`src/rtl/alu_pkg.sv`:
```
// Shared ALU definitions: operation-mode codes and issue-controller state encoding,
// used by the issue controller, the ALU top and the decoder.
package alu_pkg;

    typedef logic [2:0] op_mode_t;

    localparam op_mode_t OP_IDLE        = 3'd0;
    localparam op_mode_t OP_LOGIC       = 3'd1;
    localparam op_mode_t OP_SHIFT       = 3'd2;
    localparam op_mode_t OP_COMPARE     = 3'd3;
    localparam op_mode_t OP_INT_ADD_SUB = 3'd4;
    localparam op_mode_t OP_INT_MUL     = 3'd5;
    localparam op_mode_t OP_INT_DIV     = 3'd6;
    localparam op_mode_t OP_RSVD        = 3'd7;

    localparam logic [1:0] ST_IDLE = 2'd0;
    localparam logic [1:0] ST_EXEC = 2'd1;
    localparam logic [1:0] ST_DONE = 2'd2;

    function automatic logic op_needs_alu(op_mode_t op);
        return (op != OP_IDLE) && (op != OP_RSVD);
    endfunction

endpackage

```
`src/rtl/alu_issue_ctrl_if.sv`:
```
// Bundle of the decode-side op handshake, the ALU drive/response signals and the
// writeback handshake seen by the ALU issue controller.
interface alu_issue_ctrl_if
    import alu_pkg::*;
#(
    parameter int DATA_W = 32,
    parameter int TAG_W  = 5
);
    logic              i_valid;
    logic              o_ready;
    op_mode_t          i_op_mode;
    logic [2:0]        i_func_op;
    logic              i_fp_mode;
    logic [DATA_W-1:0] i_a;
    logic [DATA_W-1:0] i_b;
    logic [TAG_W-1:0]  i_tag;

    op_mode_t          o_alu_op_mode;
    logic [2:0]        o_alu_func_op;
    logic              o_alu_fp_mode;
    logic [DATA_W-1:0] o_alu_a;
    logic [DATA_W-1:0] o_alu_b;
    logic              o_alu_first;
    logic              o_alu_stall;
    logic              i_alu_stall;
    logic [DATA_W-1:0] i_alu_result;

    logic              o_valid;
    logic              i_ready;
    logic [DATA_W-1:0] o_result;
    logic [TAG_W-1:0]  o_tag;
    logic              o_illegal;
    logic              o_timeout;

    modport master (
        input  i_valid, i_op_mode, i_func_op, i_fp_mode, i_a, i_b, i_tag,
        output o_ready,
        output o_alu_op_mode, o_alu_func_op, o_alu_fp_mode, o_alu_a, o_alu_b,
        output o_alu_first, o_alu_stall,
        input  i_alu_stall, i_alu_result,
        input  i_ready,
        output o_valid, o_result, o_tag, o_illegal, o_timeout
    );

    modport slave (
        output i_valid, i_op_mode, i_func_op, i_fp_mode, i_a, i_b, i_tag,
        input  o_ready,
        input  o_alu_op_mode, o_alu_func_op, o_alu_fp_mode, o_alu_a, o_alu_b,
        input  o_alu_first, o_alu_stall,
        output i_alu_stall, i_alu_result,
        output i_ready,
        input  o_valid, o_result, o_tag, o_illegal, o_timeout
    );

endinterface

```
`src/rtl/alu_stall_timer.sv`:
```
// Saturating count of consecutive ALU stall cycles; expired_o flags the stall cycle
// on which the count reaches TIMEOUT_CYC.
module alu_stall_timer #(
    parameter int TIMEOUT_CYC = 64
) (
    input  logic clk_i,
    input  logic rst_ni,
    input  logic clr_i,
    input  logic en_i,
    output logic expired_o
);
    localparam int CNT_W = $clog2(TIMEOUT_CYC + 1);
    localparam logic [CNT_W-1:0] CNT_MAX  = CNT_W'(TIMEOUT_CYC);
    localparam logic [CNT_W-1:0] CNT_LAST = CNT_W'(TIMEOUT_CYC - 1);

    logic [CNT_W-1:0] cnt_q, cnt_d;

    always_comb begin
        cnt_d = cnt_q;
        if (clr_i) begin
            cnt_d = '0;
        end else if (en_i && (cnt_q != CNT_MAX)) begin
            cnt_d = cnt_q + CNT_W'(1);
        end
    end

    always_ff @(posedge clk_i or negedge rst_ni) begin
        if (!rst_ni) begin
            cnt_q <= '0;
        end else begin
            cnt_q <= cnt_d;
        end
    end

    // The current stall cycle is the TIMEOUT_CYC-th one, so abort on this edge.
    assign expired_o = en_i && (cnt_q >= CNT_LAST);

endmodule

```
`src/rtl/alu_issue_ctrl.sv`:
```
// ALU issue controller: accepts decoded ops, holds them on the ALU through a
// possibly multi-cycle execution, and hands the tagged result to writeback.
module alu_issue_ctrl
    import alu_pkg::*;
#(
    parameter int DATA_W      = 32,
    parameter int TAG_W       = 5,
    parameter int TIMEOUT_CYC = 64
) (
    input  logic             i_clk,
    input  logic             i_rst_n,
    alu_issue_ctrl_if.master bus
);
    logic [1:0]        state_q, state_d;
    op_mode_t          op_q, op_d;
    logic [2:0]        func_q, func_d;
    logic              fp_q, fp_d;
    logic [DATA_W-1:0] a_q, a_d, b_q, b_d;
    logic [DATA_W-1:0] result_q, result_d;
    logic [TAG_W-1:0]  tag_q, tag_d;
    logic              illegal_q, illegal_d;
    logic              timeout_q, timeout_d;
    logic              first_q, first_d;

    logic in_exec, accept, timer_clr, timer_en, timer_expired;

    assign in_exec     = (state_q == ST_EXEC);
    // Reset gating keeps the combinational outputs low while i_rst_n is held.
    assign bus.o_ready = i_rst_n & ((state_q == ST_IDLE) | ((state_q == ST_DONE) & bus.i_ready));
    assign accept      = bus.i_valid & bus.o_ready;

    always_comb begin
        state_d   = state_q;
        op_d      = op_q;
        func_d    = func_q;
        fp_d      = fp_q;
        a_d       = a_q;
        b_d       = b_q;
        result_d  = result_q;
        tag_d     = tag_q;
        illegal_d = illegal_q;
        timeout_d = timeout_q;
        first_d   = 1'b0;
        case (state_q)
            ST_EXEC: begin
                if (!bus.i_alu_stall) begin
                    result_d = bus.i_alu_result;
                    state_d  = ST_DONE;
                end else if (timer_expired) begin
                    result_d  = '0;
                    timeout_d = 1'b1;
                    state_d   = ST_DONE;
                end
            end
            ST_IDLE, ST_DONE: begin
                if (state_q == ST_DONE && bus.i_ready) begin
                    state_d = ST_IDLE;
                end
                if (accept) begin
                    op_d      = bus.i_op_mode;
                    func_d    = bus.i_func_op;
                    fp_d      = bus.i_fp_mode;
                    a_d       = bus.i_a;
                    b_d       = bus.i_b;
                    tag_d     = bus.i_tag;
                    illegal_d = 1'b0;
                    timeout_d = 1'b0;
                    if (op_needs_alu(bus.i_op_mode)) begin
                        first_d = 1'b1;
                        state_d = ST_EXEC;
                    end else if (bus.i_op_mode == OP_RSVD) begin
                        result_d  = '0;
                        illegal_d = 1'b1;
                        state_d   = ST_DONE;
                    end else begin
                        state_d = ST_IDLE;
                    end
                end
            end
            default: state_d = ST_IDLE;
        endcase
    end

    always_ff @(posedge i_clk or negedge i_rst_n) begin
        if (!i_rst_n) begin
            state_q   <= ST_IDLE;
            op_q      <= OP_IDLE;
            func_q    <= '0;
            fp_q      <= 1'b0;
            a_q       <= '0;
            b_q       <= '0;
            result_q  <= '0;
            tag_q     <= '0;
            illegal_q <= 1'b0;
            timeout_q <= 1'b0;
            first_q   <= 1'b0;
        end else begin
            state_q   <= state_d;
            op_q      <= op_d;
            func_q    <= func_d;
            fp_q      <= fp_d;
            a_q       <= a_d;
            b_q       <= b_d;
            result_q  <= result_d;
            tag_q     <= tag_d;
            illegal_q <= illegal_d;
            timeout_q <= timeout_d;
            first_q   <= first_d;
        end
    end

    assign timer_clr = accept | (in_exec & (state_d != ST_EXEC));
    assign timer_en  = in_exec & bus.i_alu_stall;

    alu_stall_timer #(
        .TIMEOUT_CYC (TIMEOUT_CYC)
    ) u_stall_timer (
        .clk_i     (i_clk),
        .rst_ni    (i_rst_n),
        .clr_i     (timer_clr),
        .en_i      (timer_en),
        .expired_o (timer_expired)
    );

    // The ALU only sees a live op mode while executing; operands stay registered.
    assign bus.o_alu_op_mode = in_exec ? op_q : OP_IDLE;
    assign bus.o_alu_func_op = func_q;
    assign bus.o_alu_fp_mode = fp_q;
    assign bus.o_alu_a       = a_q;
    assign bus.o_alu_b       = b_q;
    assign bus.o_alu_first   = first_q & in_exec;
    assign bus.o_alu_stall   = i_rst_n & ~in_exec;

    assign bus.o_valid   = (state_q == ST_DONE);
    assign bus.o_result  = result_q;
    assign bus.o_tag     = tag_q;
    assign bus.o_illegal = illegal_q;
    assign bus.o_timeout = timeout_q;

endmodule

```
`src/flat_wrapper.sv`:
```
// flat-port wrapper written by rule: the top's interface ports become plain ports
module alu_issue_ctrl_flat import alu_pkg::*;
#(
    parameter int DATA_W      = 32,
    parameter int TAG_W       = 5,
    parameter int TIMEOUT_CYC = 64
)
  (i_clk, i_rst_n, bus_i_valid, bus_i_op_mode, bus_i_func_op, bus_i_fp_mode, bus_i_a, bus_i_b, bus_i_tag, bus_o_ready, bus_o_alu_op_mode, bus_o_alu_func_op, bus_o_alu_fp_mode, bus_o_alu_a, bus_o_alu_b, bus_o_alu_first, bus_o_alu_stall, bus_i_alu_stall, bus_i_alu_result, bus_i_ready, bus_o_valid, bus_o_result, bus_o_tag, bus_o_illegal, bus_o_timeout);
  alu_issue_ctrl_if #(.DATA_W(DATA_W), .TAG_W(TAG_W)) bus_i ();
  input  logic i_clk;
  input  logic i_rst_n;
  input wire logic [$bits(bus_i.i_valid)-1:0] bus_i_valid;
  input wire logic [$bits(bus_i.i_op_mode)-1:0] bus_i_op_mode;
  input wire logic [$bits(bus_i.i_func_op)-1:0] bus_i_func_op;
  input wire logic [$bits(bus_i.i_fp_mode)-1:0] bus_i_fp_mode;
  input wire logic [$bits(bus_i.i_a)-1:0] bus_i_a;
  input wire logic [$bits(bus_i.i_b)-1:0] bus_i_b;
  input wire logic [$bits(bus_i.i_tag)-1:0] bus_i_tag;
  output wire logic [$bits(bus_i.o_ready)-1:0] bus_o_ready;
  output wire logic [$bits(bus_i.o_alu_op_mode)-1:0] bus_o_alu_op_mode;
  output wire logic [$bits(bus_i.o_alu_func_op)-1:0] bus_o_alu_func_op;
  output wire logic [$bits(bus_i.o_alu_fp_mode)-1:0] bus_o_alu_fp_mode;
  output wire logic [$bits(bus_i.o_alu_a)-1:0] bus_o_alu_a;
  output wire logic [$bits(bus_i.o_alu_b)-1:0] bus_o_alu_b;
  output wire logic [$bits(bus_i.o_alu_first)-1:0] bus_o_alu_first;
  output wire logic [$bits(bus_i.o_alu_stall)-1:0] bus_o_alu_stall;
  input wire logic [$bits(bus_i.i_alu_stall)-1:0] bus_i_alu_stall;
  input wire logic [$bits(bus_i.i_alu_result)-1:0] bus_i_alu_result;
  input wire logic [$bits(bus_i.i_ready)-1:0] bus_i_ready;
  output wire logic [$bits(bus_i.o_valid)-1:0] bus_o_valid;
  output wire logic [$bits(bus_i.o_result)-1:0] bus_o_result;
  output wire logic [$bits(bus_i.o_tag)-1:0] bus_o_tag;
  output wire logic [$bits(bus_i.o_illegal)-1:0] bus_o_illegal;
  output wire logic [$bits(bus_i.o_timeout)-1:0] bus_o_timeout;
  assign bus_i.i_valid = bus_i_valid;
  assign bus_i.i_op_mode = bus_i_op_mode;
  assign bus_i.i_func_op = bus_i_func_op;
  assign bus_i.i_fp_mode = bus_i_fp_mode;
  assign bus_i.i_a = bus_i_a;
  assign bus_i.i_b = bus_i_b;
  assign bus_i.i_tag = bus_i_tag;
  assign bus_o_ready = bus_i.o_ready;
  assign bus_o_alu_op_mode = bus_i.o_alu_op_mode;
  assign bus_o_alu_func_op = bus_i.o_alu_func_op;
  assign bus_o_alu_fp_mode = bus_i.o_alu_fp_mode;
  assign bus_o_alu_a = bus_i.o_alu_a;
  assign bus_o_alu_b = bus_i.o_alu_b;
  assign bus_o_alu_first = bus_i.o_alu_first;
  assign bus_o_alu_stall = bus_i.o_alu_stall;
  assign bus_i.i_alu_stall = bus_i_alu_stall;
  assign bus_i.i_alu_result = bus_i_alu_result;
  assign bus_i.i_ready = bus_i_ready;
  assign bus_o_valid = bus_i.o_valid;
  assign bus_o_result = bus_i.o_result;
  assign bus_o_tag = bus_i.o_tag;
  assign bus_o_illegal = bus_i.o_illegal;
  assign bus_o_timeout = bus_i.o_timeout;
  alu_issue_ctrl #(.DATA_W(DATA_W), .TAG_W(TAG_W), .TIMEOUT_CYC(TIMEOUT_CYC)) u_core (.i_clk(i_clk), .i_rst_n(i_rst_n), .bus(bus_i));
endmodule
```
`config.mk`:
```
export PLATFORM = sky130hd
export DESIGN_NAME = alu_issue_ctrl_flat
export DESIGN_NICKNAME = d
export VERILOG_FILES = /design/src/rtl/alu_pkg.sv /design/src/rtl/alu_issue_ctrl_if.sv /design/src/rtl/alu_stall_timer.sv /design/src/rtl/alu_issue_ctrl.sv /design/src/flat_wrapper.sv
export SDC_FILE = /design/constraint.sdc
export NUM_CORES = 1
export LEC_CHECK = 0
export BUFFER_PORTS_ARGS = -buffer_cell sky130_fd_sc_hd__buf_2
export CAP_MARGIN = 20
export CORE_MARGIN = 1
export CORE_UTILIZATION = 51
export CTS_BUF_LIST = sky130_fd_sc_hd__clkbuf_8 sky130_fd_sc_hd__clkbuf_16
export CTS_CLUSTER_DIAMETER = 50
export DETAILED_ROUTE_END_ITERATION = 7
export GPL_ROUTABILITY_DRIVEN = 0
export GPL_TIMING_DRIVEN = 0
export PLACE_DENSITY = 0.85
export SYNTH_ARGS = -nofsm -noshare
export SYNTH_HDL_FRONTEND = slang
export SYNTH_HIERARCHICAL = 1
export SYNTH_SLANG_ARGS = --single-unit
```
`constraint.sdc`:
```
create_clock -name i_clk -period 5.3 [get_ports i_clk]
set_clock_uncertainty 0.2 [all_clocks]
set_input_delay 0.795 -clock i_clk [delete_from_list [all_inputs] [get_ports i_clk]]
set_output_delay 0.795 -clock i_clk [all_outputs]
set_load 0.05 [all_outputs]
```
==> results of run 1 <==
-- registers in the layout (all words and copies together) (netlist names), 2 cells and up --
| name | flops |
|---|---|
| u_core/bus.o_alu_a | 32 |
| u_core/bus.o_alu_b | 32 |
| u_core/bus.o_alu_func_op | 3 |
| u_core/bus.o_result | 32 |
| u_core/bus.o_tag | 5 |
| u_core/op_q | 3 |
| u_core/state_q | 2 |
| u_core/u_stall_timer/cnt_q | 7 |
-- final timing paths --
path	from	endpoint	slack (ns)	cells past startpoint
worst min-delay path	i_rst_n	u_core/u_stall_timer/cnt_q[1]	0.02	1
min in group i_clk	u_core/bus.o_tag[0]	u_core/bus.o_tag[0]	0.30	1
worst max register to register	u_core/state_q[0]	u_core/u_stall_timer/cnt_q[0]	1.72	10
max in group asynchronous	i_rst_n	u_core/bus.o_alu_b[11]	4.17	2
worst min register to register	u_core/bus.o_tag[0]	u_core/bus.o_tag[0]	0.30	1
worst max-delay path	u_core/state_q[0]	u_core/u_stall_timer/cnt_q[0]	1.72	10
-- kinds of logic after synthesis --
family / Yosys count / synth area share (%)
XOR/XNOR: 2 / 0.335
flip-flops: 120 / 57.3
AO/OA/AOI/OAI: 83 / 10.3
AND/OR/NAND/NOR: 32 / 3.82
buffers and inverters: 58 / 5.49
adder cells (fa/ha/maj): 2 / 0.478
multiplexers: 78 / 22.2
-- worst max-delay path, cell delays in order, from the launching register on --
cell and delay (ns):
dfrtp_1 0.46, nor2b_1 0.42, and2_1 0.23, clkbuf_1 0.31, o21a_1 0.22, and4bb_1 0.25, a211oi_2 0.36, buf_2 0.27
buf_1 0.36, nor2_1 0.09, mux2_4 0.28
-- power by group --
group	switching [mW]	internal [mW]	total, mW
Clock	0.386	0.708	1.09
Combinational	1.34	0.579	1.92
Sequential	0.180	1.19	1.37
Total	1.90	2.48	4.38
-- metrics by stage --
step	area [um2]	util (%)	hold slack, ns
after detailed placement	6570	66.6	0.286
after global placement	6540	66.2	0.284
final	7140	72.4	0.0156
after CTS	7140	72.4	0.0216
after floorplan	5240	-	0.273
after global routing	7140	72.4	0.0234
-- layout make-up --
type / count / area [um2] / share of cell area (%)
Sequential cell: 120 / 3000 / 42.1
Multi-Input combinational cell: 197 / 1950 / 27.3
Timing Repair Buffer: 227 / 1160 / 16.3
Clock buffer: 21 / 469 / 6.57
Tap cell: 133 / 166 / 2.33
Buffer: 20 / 145 / 2.03
Inverter: 38 / 143 / 2.00
Clock inverter: 9 / 100 / 1.40
-- layer usage --
layer  up-vias  global-route usage, %  wire, um
li1       1813                      -         -
met1      1872                   27.6      5230
met2       171                   42.5      6850
met3        32                   8.74       922
met4         0                   10.9       330
met5         -                      0         0
-- layout by cell type (no fill, tap or decap), drive strengths merged, types with 4 or more instances in the layout --
master	instances
clkinv	5
dfrtp	120
o21ai	35
buf	242
inv	39
mux2	77
nor2b	4
nor2	5
nand3	5
and2	5
clkbuf	26
a21oi	4
a22oi	33
==> metrics.cfg, run 1 <==
[clock_network]
cts-resized-gates = 0
clk_pin_slew_ns = 0.06
cts-buffers-inserted = 17
post-cts-setup-buffers = 0
root_buffer = clkbuf_8
max-clock-path-buffers = 2
cts_tree = yes
hold_buffers = 0
cts_num_sinks = 120
clkLatencyLatePin_ns = 0.51
htreeDepth = 4

[detailed_routing]
wl_per_cell_um = 17.4
drt-pass1-iter-count = 4
vias = 3888
remaining_drc_errors = 0
finalWirelength_mm = 13.3
drt_iter0_drc = 96
ant_nets = 0
via_per_inst = 5.08

[outcome]
outcome = finished clean

[timing]
hold_viol_final = 0
tightestPinTransition_ns = 0.662
period_share_pct = 67.5
setup_viol = 0
fmax_mhz = 279
tns_ns = 0
final.setup.worst_slack_ns = 1.72
slew_violations = 0
slew_headroom_pct = 55.7
layout_min_cycle_time_ns = 3.58
rsz0062_at_grt = false

[yosys]
synth_top_cell_area_share_pct = 57.3
synth.largest_area_cell = dfrtp_1
syn-num-nets = 490
synth.area.top_cells = dfrtp_1, mux2_4, a22oi_1
synth_area_mm2 = 0.00524
yosys_warnings = 6
synth_edf_count = 0
ys_seq_area_share_pct = 57.3
synth.distinct_cells = 39
synth-seq-cells = 120
syn_inst = 375
async_flop_share_pct = 100
synth_common_cells = dfrtp_1, mux2_4, inv_1
yosysMostFrequentCell = dfrtp_1
synth.avg_cell_area_um2 = 14.0
synth_ff_type = dfrtp_1

[setup_path]
critPathLaunchType = flip-flop
critPathMaxFanout = 10
crit_arrival_ns = 3.77
crit_type = reg -> reg
worstSetupEndpointType = flip-flop
critPathRequiredTime_ns = 5.49

[placement]
placed_cells = 735
place_ws_ns = 1.77
port_buffers = 226
dpl.hpwl_mm = 9.45

[power]
p_leak_nw = 3.86
power_mw = 4.38
peakVddDrop_v = 0.000303
p_per_area_mw_per_mm2 = 614

[cells_and_area]
nets = 736
fill_cells = 646
antenna_cells = 0
final_cell_count_no_fill = 765
syn_to_final_growth_pct = 36.3
drive_above_1_share_pct = 55.5

[floorplanning]
io_pins = 227
die_w_um = 103
row_count = 36
core_mm2 = 0.00986
die-area_mm2 = 0.0107
die_y_um = 103
start_util_pct = 53.1

[grt]
track_usage_pct = 24.7
grt_overflow_total = 0
grt_max_degree = 76
antenna_found_initial = 0
grt_pass1_wl_mm = 19.1
grt_pass1_vias = 3814

[job]
drv_cap = 0

[min_path]
hp-class = in -> async

Note: power is estimated with default switching activity, not from simulation.
==> run 2: changes to the inputs <==
--- a/config.mk
+++ b/config.mk
@@ -8,13 +8,13 @@
 export BUFFER_PORTS_ARGS = -buffer_cell sky130_fd_sc_hd__buf_2
 export CAP_MARGIN = 20
 export CORE_MARGIN = 1
-export CORE_UTILIZATION = 51
+export CORE_UTILIZATION = 48
 export CTS_BUF_LIST = sky130_fd_sc_hd__clkbuf_8 sky130_fd_sc_hd__clkbuf_16
 export CTS_CLUSTER_DIAMETER = 50
 export DETAILED_ROUTE_END_ITERATION = 7
 export GPL_ROUTABILITY_DRIVEN = 0
 export GPL_TIMING_DRIVEN = 0
-export PLACE_DENSITY = 0.85
+export PLACE_DENSITY = 0.81
 export SYNTH_ARGS = -nofsm -noshare
 export SYNTH_HDL_FRONTEND = slang
 export SYNTH_HIERARCHICAL = 1
==> constraint.sdc (replaced) <==
create_clock -name i_clk -period 3.5 [get_ports i_clk]
set_clock_uncertainty 0.2 [all_clocks]
set_input_delay 0.525 -clock i_clk [delete_from_list [all_inputs] [get_ports i_clk]]
set_output_delay 0.525 -clock i_clk [all_outputs]
set_load 0.05 [all_outputs]
==> run 2 against run 1 <==
  * Non-clock buffer count unchanged
  * Critical path depth is 1 lower
  * Highest routed layer unchanged
  * Fmax grew 14%
  * Hold slack improved by 0.036 ns
  * Largest power group unchanged
  * First-iteration DRC count increased by 95%
==> metrics.cfg, run 2 (synthesis results as in run 1) <==
[grt]
grt_pass1_vias = 4019  ; +5.4%
grt_max_degree = 108  ; +42%
grt_overflow_total = 0  ; unchanged
track_usage_pct = 23.4  ; -1.2 points
antenna_found_initial = 0  ; unchanged
grt_pass1_wl_mm = 20.1  ; +5.2%

[detailed_routing]
finalWirelength_mm = 13.0  ; -2.5%
drt-pass1-iter-count = 4  ; unchanged
via_per_inst = 5.08  ; about the same
wl_per_cell_um = 16.9  ; -2.9%
drt_iter0_drc = 187  ; +95%
remaining_drc_errors = 0  ; unchanged
ant_nets = 0  ; unchanged
vias = 3904  ; +0.41%

[clock_network]
clk_pin_slew_ns = 0.06  ; about the same
htreeDepth = 4  ; unchanged
cts_num_sinks = 120  ; unchanged
post-cts-setup-buffers = 0  ; unchanged
max-clock-path-buffers = 2  ; unchanged
cts-buffers-inserted = 17  ; unchanged
root_buffer = clkbuf_8
cts_tree = yes
clkLatencyLatePin_ns = 0.50  ; about the same

[floorplanning]
die_y_um = 106  ; +3.0%
row_count = 37  ; +2.8%
die_w_um = 106  ; +3.0%
die-area_mm2 = 0.0113  ; +6.1%
io_pins = 227  ; unchanged
start_util_pct = 50.1  ; -3.0 points
core_mm2 = 0.0105  ; +6.1%

[power]
p_per_area_mw_per_mm2 = 911  ; +49%
p_leak_nw = 3.84  ; -0.40%
peakVddDrop_v = 0.000489  ; +61%
power_mw = 6.47  ; +48%

[timing]
layout_min_cycle_time_ns = 3.14  ; -0.442 ns
tightestPinTransition_ns = 0.602  ; -0.0595 ns
period_share_pct = 89.6  ; +22 points
slew_headroom_pct = 59.6  ; +4.0 points
timing.hold.ws_ns = 0.0511  ; +0.0355 ns
slew_violations = 0  ; unchanged
rsz0062_at_grt = false
final.setup.worst_slack_ns = 0.363  ; -1.36 ns
setup_viol = 0  ; unchanged
fmax_mhz = 319  ; +14%
hold_viol_final = 0  ; unchanged

[placement]
port_buffers = 226  ; unchanged
placed_cells = 738  ; +0.41%
place_area_mm2 = 0.00657  ; about the same
dpl.hpwl_mm = 9.42  ; -0.33%
place_ws_ns = -0.0180  ; -1.79 ns

[setup_path]
r2r_cells = 9  ; -1
r2r_setup_slack_ns = 0.36  ; -1.36 ns
cp_num_buf_inv = 2  ; -1
crit_arrival_ns = 3.32  ; -0.45 ns
worstSetupEndpointType = flip-flop
slowest_delay_ns = 0.47  ; about the same
critPathRequiredTime_ns = 3.68  ; -1.81 ns
critPathTopFamily = simple AND/OR/NAND/NOR gates
r2r_end = u_core/u_stall_timer/cnt_q[0]
critPathMaxFanout = 18  ; +8
crit_type = reg -> reg
cpMaxStageDelayCell = dfrtp_1
critPathLaunchType = flip-flop
reg2reg_from = u_core/state_q[0]
crit_path_cell_trace = nor2b_2, and2_1, clkbuf_1, o21a_1, and4bb_1, a211oi_2, buf_2, nor2_1, mux2_4

[outcome]
outcome = finished clean

[cells_and_area]
layout_common_cells = buf_2, dfrtp_1, mux2_4, inv_1
final_cell_count_no_fill = 768  ; +0.39%
nets = 736  ; unchanged
syn_to_final_growth_pct = 35.5
antenna_cells = 0  ; unchanged
drive_above_1_share_pct = 55.5  ; unchanged
final_area_mm2 = 0.00710  ; -0.56%
final_common_cell = buf_2

[min_path]
holdPathStages = 3
min-delay-start = bus_i_alu_result[19]
hp-class = in -> reg
min_to = u_core/bus.o_result[19]

[job]
drv_cap = 0  ; unchanged

## run 2: worst reg2reg max path, cell delays in order (launching register included)
cell and delay [ns]:
dfrtp_1 0.47, nor2b_2 0.32, and2_1 0.20, clkbuf_1 0.32
o21a_1 0.21, and4bb_1 0.24, a211oi_2 0.34, buf_2 0.38
nor2_1 0.08, mux2_4 0.27
## run 2: metal layers
layer,global-route usage (%),wire length [um]
met5,0,0
met4,7.44,146
met3,7.42,861
met2,42.5,6900
met1,26.0,5100
## run 2: per-stage QoR
step           utilization (%)  TNS [ns]
6_report                  67.8         0
5_1_grt                   67.8         0
4_1_cts                   67.9         0
3_5_place_dp              62.8   -0.0240
3_3_place_gp              62.5    -44.26
2_1_floorplan                -         0
## run 2: where the power goes
group / switching, mW / internal (mW)
clock network: 0.567 / 0.934
registers: 0.269 / 1.80
logic: 2.02 / 0.877
total: 2.86 / 3.61
## run 2: worst max path at each step
| stage | from | to | slack (ns) | cells after the start |
|---|---|---|---|---|
| CTS | u_core/state_q[0] | u_core/u_stall_timer/cnt_q[0] | 0.11 | 10 |
| global route | u_core/state_q[0] | u_core/u_stall_timer/cnt_q[1] | 0.07 | 10 |
| global placement | i_rst_n | u_core/u_stall_timer/cnt_q[0] | -0.98 | 7 |
| finish | u_core/state_q[0] | u_core/u_stall_timer/cnt_q[0] | 0.36 | 9 |
| floorplan | u_core/state_q[0] | u_core/u_stall_timer/cnt_q[0] | 0.65 | 10 |
| detailed placement | u_core/state_q[0] | u_core/u_stall_timer/cnt_q[0] | -0.02 | 10 |
## run 2: area by class of cell
cell class / count / area (um2)
Clock inverter: 12 / 88.8
Inverter: 38 / 143
Buffer: 19 / 141
Sequential cell: 120 / 3000
Multi-Input combinational cell: 197 / 1950
Timing Repair Buffer: 228 / 1170
Tap cell: 136 / 170
Clock buffer: 18 / 428
Fill cell: 760 / 3360
## run 2: repair_timing
item,4_1_cts,5_1_grt
hold buffers,1,0
gates resized for setup,1,0
endpoints found under the hold margin,17,0
setup endpoints to repair,2,3
==> run 3: changes to the inputs <==
--- a/config.mk
+++ b/config.mk
@@ -5,16 +5,17 @@
 export SDC_FILE = /design/constraint.sdc
 export NUM_CORES = 1
 export LEC_CHECK = 0
+export ABC_AREA = 1
 export BUFFER_PORTS_ARGS = -buffer_cell sky130_fd_sc_hd__buf_2
 export CAP_MARGIN = 20
 export CORE_MARGIN = 1
-export CORE_UTILIZATION = 48
+export CORE_UTILIZATION = 47
 export CTS_BUF_LIST = sky130_fd_sc_hd__clkbuf_8 sky130_fd_sc_hd__clkbuf_16
 export CTS_CLUSTER_DIAMETER = 50
 export DETAILED_ROUTE_END_ITERATION = 7
 export GPL_ROUTABILITY_DRIVEN = 0
 export GPL_TIMING_DRIVEN = 0
-export PLACE_DENSITY = 0.81
+export PLACE_DENSITY = 0.79
 export SYNTH_ARGS = -nofsm -noshare
 export SYNTH_HDL_FRONTEND = slang
 export SYNTH_HIERARCHICAL = 1
==> run 3 against run 2 <==
  * Synthesized area fell by 1.4%
  * Global-route usage rose by 2.6 points
  * Via count rose by 30%
  * Largest cell class unchanged
  * Clock power rose by 19%
  * Setup slack got worse by 0.090 ns
  * Hold slack got worse by 0.024 ns
  * Synthesized cell count rose by 69%
==> metrics.cfg, run 3 <==
[cells_and_area]
layout_common_cells = nand2_1, buf_2, dfrtp_1, nor2_1, inv_1
drive_above_1_share_pct = 32.0  ; -24 points
antenna_cells = 0  ; unchanged
fin_util_pct = 71.4  ; +3.6 points
final_cell_count_no_fill = 1068  ; +39%
final_common_cell = nand2_1
syn_to_final_growth_pct = 45.3
final_area_mm2 = 0.00750  ; +5.7%
nets = 1035  ; +41%

[setup_path]
critPathLaunch = i_rst_n
reg2reg_from = u_core/state_q[1]
crit_arrival_ns = 2.50  ; -0.82 ns
critPathRequiredTime_ns = 2.77  ; -0.91 ns
critPathMaxFanout = 61  ; +43
critPathLaunchType = input port
r2r_setup_slack_ns = 0.83  ; +0.47 ns
endpoint = bus_o_ready
r2r_cells = 12  ; +3
crit_type = in -> out
worstSetupEndpointType = primary output
r2r_end = u_core/bus.o_result[25]

[detailed_routing]
drt_iter0_drc = 429  ; +130%
routed-wl-met3_mm = 1.11  ; +29%
finalWirelength_mm = 14.3  ; +10%
ant_nets = 0  ; unchanged
remaining_drc_errors = 0  ; unchanged
via_per_inst = 4.75  ; -6.6%
drt-pass1-iter-count = 5  ; +1
wl_per_cell_um = 13.4  ; -21%
wl_met2_mm = 7.21  ; +4.5%
vias = 5069  ; +30%
dr.max_layer_used = met4
wl_met1_mm = 5.74  ; +13%

[placement]
port_buffers = 226  ; unchanged
placed_cells = 998  ; +35%
place_ws_ns = 0.690  ; +0.708 ns
place_area_mm2 = 0.00650  ; -1.1%
dpl.hpwl_mm = 9.46  ; +0.53%

[yosys]
synth-seq-cells = 120  ; unchanged
ys_seq_area_share_pct = 58.1  ; +0.81 points
synth.largest_area_cell = dfrtp_1
yosys_warnings = 6  ; unchanged
async_flop_share_pct = 100  ; unchanged
synth_top_cell_area_share_pct = 58.1  ; +0.81 points
syn-num-nets = 750  ; +53%
synth_ff_type = dfrtp_1
synth_edf_count = 0  ; unchanged
synth.avg_cell_area_um2 = 8.13  ; -42%
synth_area_mm2 = 0.00516  ; -1.4%
synth.distinct_cells = 25  ; -36%
synth_common_cells = nand2_1, dfrtp_1, nor2_1
synth.area.top_cells = dfrtp_1, nand2_1, nand3_1
syn_inst = 635  ; +69%
yosysMostFrequentCell = nand2_1

[outcome]
outcome = finished clean

[clock_network]
root_buffer = clkbuf_8
clk_pin_slew_ns = 0.05  ; about the same
cts-resized-gates = 0  ; -1
cts-buffers-inserted = 17  ; unchanged
hold_buffers = 39  ; +38
htreeDepth = 4  ; unchanged
max-clock-path-buffers = 2  ; unchanged
clkLatencyLatePin_ns = 0.50  ; about the same
cts_num_sinks = 120  ; unchanged
post-cts-setup-buffers = 0  ; unchanged
cts_tree = yes

[power]
share_comb_of_total_power_pct = 35.4  ; -9.4 points
p_sw_mw = 2.33  ; -18%
peakVddDrop_v = 0.000438  ; -10%
swShare_pct = 41.4  ; -2.7 points
seq_power_share_pct = 32.7  ; +0.7 points
p_leak_nw = 4.53  ; +18%
power_mw = 5.63  ; -13%
internal_power_mw = 3.30  ; -8.8%
p_clk_share_pct = 31.8  ; +8.6 points
p_per_area_mw_per_mm2 = 750  ; -18%

[timing]
timing.hold.ws_ns = 0.0267  ; -0.0244 ns
fmax_mhz = 310  ; -2.8%
tns_ns = 0  ; unchanged
hold_viol_final = 0  ; unchanged
slew_headroom_pct = 61.3  ; +1.6 points
setup_viol = 0  ; unchanged
layout_min_cycle_time_ns = 3.23  ; +0.0904 ns
period_share_pct = 92.2  ; +2.6 points
slew_violations = 0  ; unchanged
rsz0062_at_grt = false
final.setup.worst_slack_ns = 0.273  ; -0.0904 ns
tightestPinTransition_ns = 0.581  ; -0.0215 ns

[floorplanning]
core_mm2 = 0.0105  ; +0.44%
io_pins = 227  ; unchanged
start_util_pct = 49.1  ; -0.91 points
die_w_um = 107  ; +0.35%
die_y_um = 107  ; +0.35%
die-area_mm2 = 0.0114  ; +0.70%
row_count = 37  ; unchanged

[min_path]
hp-class = in -> reg

[job]
drv_cap = 0  ; unchanged

[grt]
grt_pass1_wl_mm = 23.0  ; +15%
grt_overflow_total = 0  ; unchanged
grt_max_degree = 62  ; -43%
antenna_found_initial = 0  ; unchanged
track_usage_pct = 26.0  ; +2.6 points
grt_pass1_vias = 4977  ; +24%

## run 3: cell types whose count changed in the layout (fill, tap and decap cells not counted), sizes merged, moves of 12 or more
cell / before / now
o21ai: 35 / 9
nand2: 2 / 309
a22oi: 33 / 0
nand3: 5 / 44
mux2: 77 / 0
dlygate4sd3: 1 / 39
nor2: 5 / 57
inv: 40 / 56
buf: 241 / 253
## run 3: power groups by stage
stage               combinational, mW  clock, mW  sequential [mW]
CTS                              1.99       1.82             1.84
detailed placement               1.95          0             1.85
global route                     2.11       1.89             1.88
floorplan                       0.450          0             2.82
finish                           1.99       1.79             1.84
global placement                 1.92          0             1.85
## run 3: worst max-delay path: stages
cell and delay (ns):
dlygate4sd3_1 0.54, buf_6 0.45, buf_16 0.34, inv_1 0.11, nor2_2 0.12, and2_1 0.14, buf_2 0.26
## run 3: worst min-delay path by stage
| stage | from | endpoint | slack [ns] | cells after the start |
|---|---|---|---|---|
| 2_1_floorplan | i_rst_n | u_core/bus.o_alu_a[0] | 0.03 | 0 |
| 3_3_place_gp | u_core/bus.o_result[12] | u_core/bus.o_result[12] | 0.25 | 2 |
| 3_5_place_dp | u_core/bus.o_result[14] | u_core/bus.o_result[14] | 0.25 | 2 |
| 4_1_cts | bus_i_b[17] | u_core/bus.o_alu_b[17] | 0.0007 | 3 |
| 5_1_grt | bus_i_a[18] | u_core/bus.o_alu_a[18] | 0.004 | 3 |
| 6_report | bus_i_a[3] | u_core/bus.o_alu_a[3] | 0.03 | 3 |
## run 3: logic make-up (layout without fill, tap and decap cells)
kind of cell	after synthesis	in the layout	synth area share [%]
simple gates	414	414	32.0
flops	120	120	58.1
buf+inv	85	382	7.78
compound gates	13	13	1.45
fa+ha+maj	2	2	0.484
xor+xnor	1	1	0.170
## run 3: layout make-up
type | instances | area (um2)
fill | 788 | 3000
multi-input combinational | 430 | 1760
clock buffer | 17 | 414
buffer | 30 | 194
inverter | 55 | 208
sequential | 120 | 3000
clock inverter | 14 | 200
tap | 136 | 170
timing repair buffer | 266 | 1560
## run 3: per-layer routing
| layer | global-route usage, % | vias up |
|---|---|---|
| li1 | - | 2484 |
| met1 | 30.9 | 2343 |
| met2 | 45.0 | 222 |
| met3 | 7.17 | 20 |
| met4 | 9.59 | 0 |
| met5 | 0 | - |
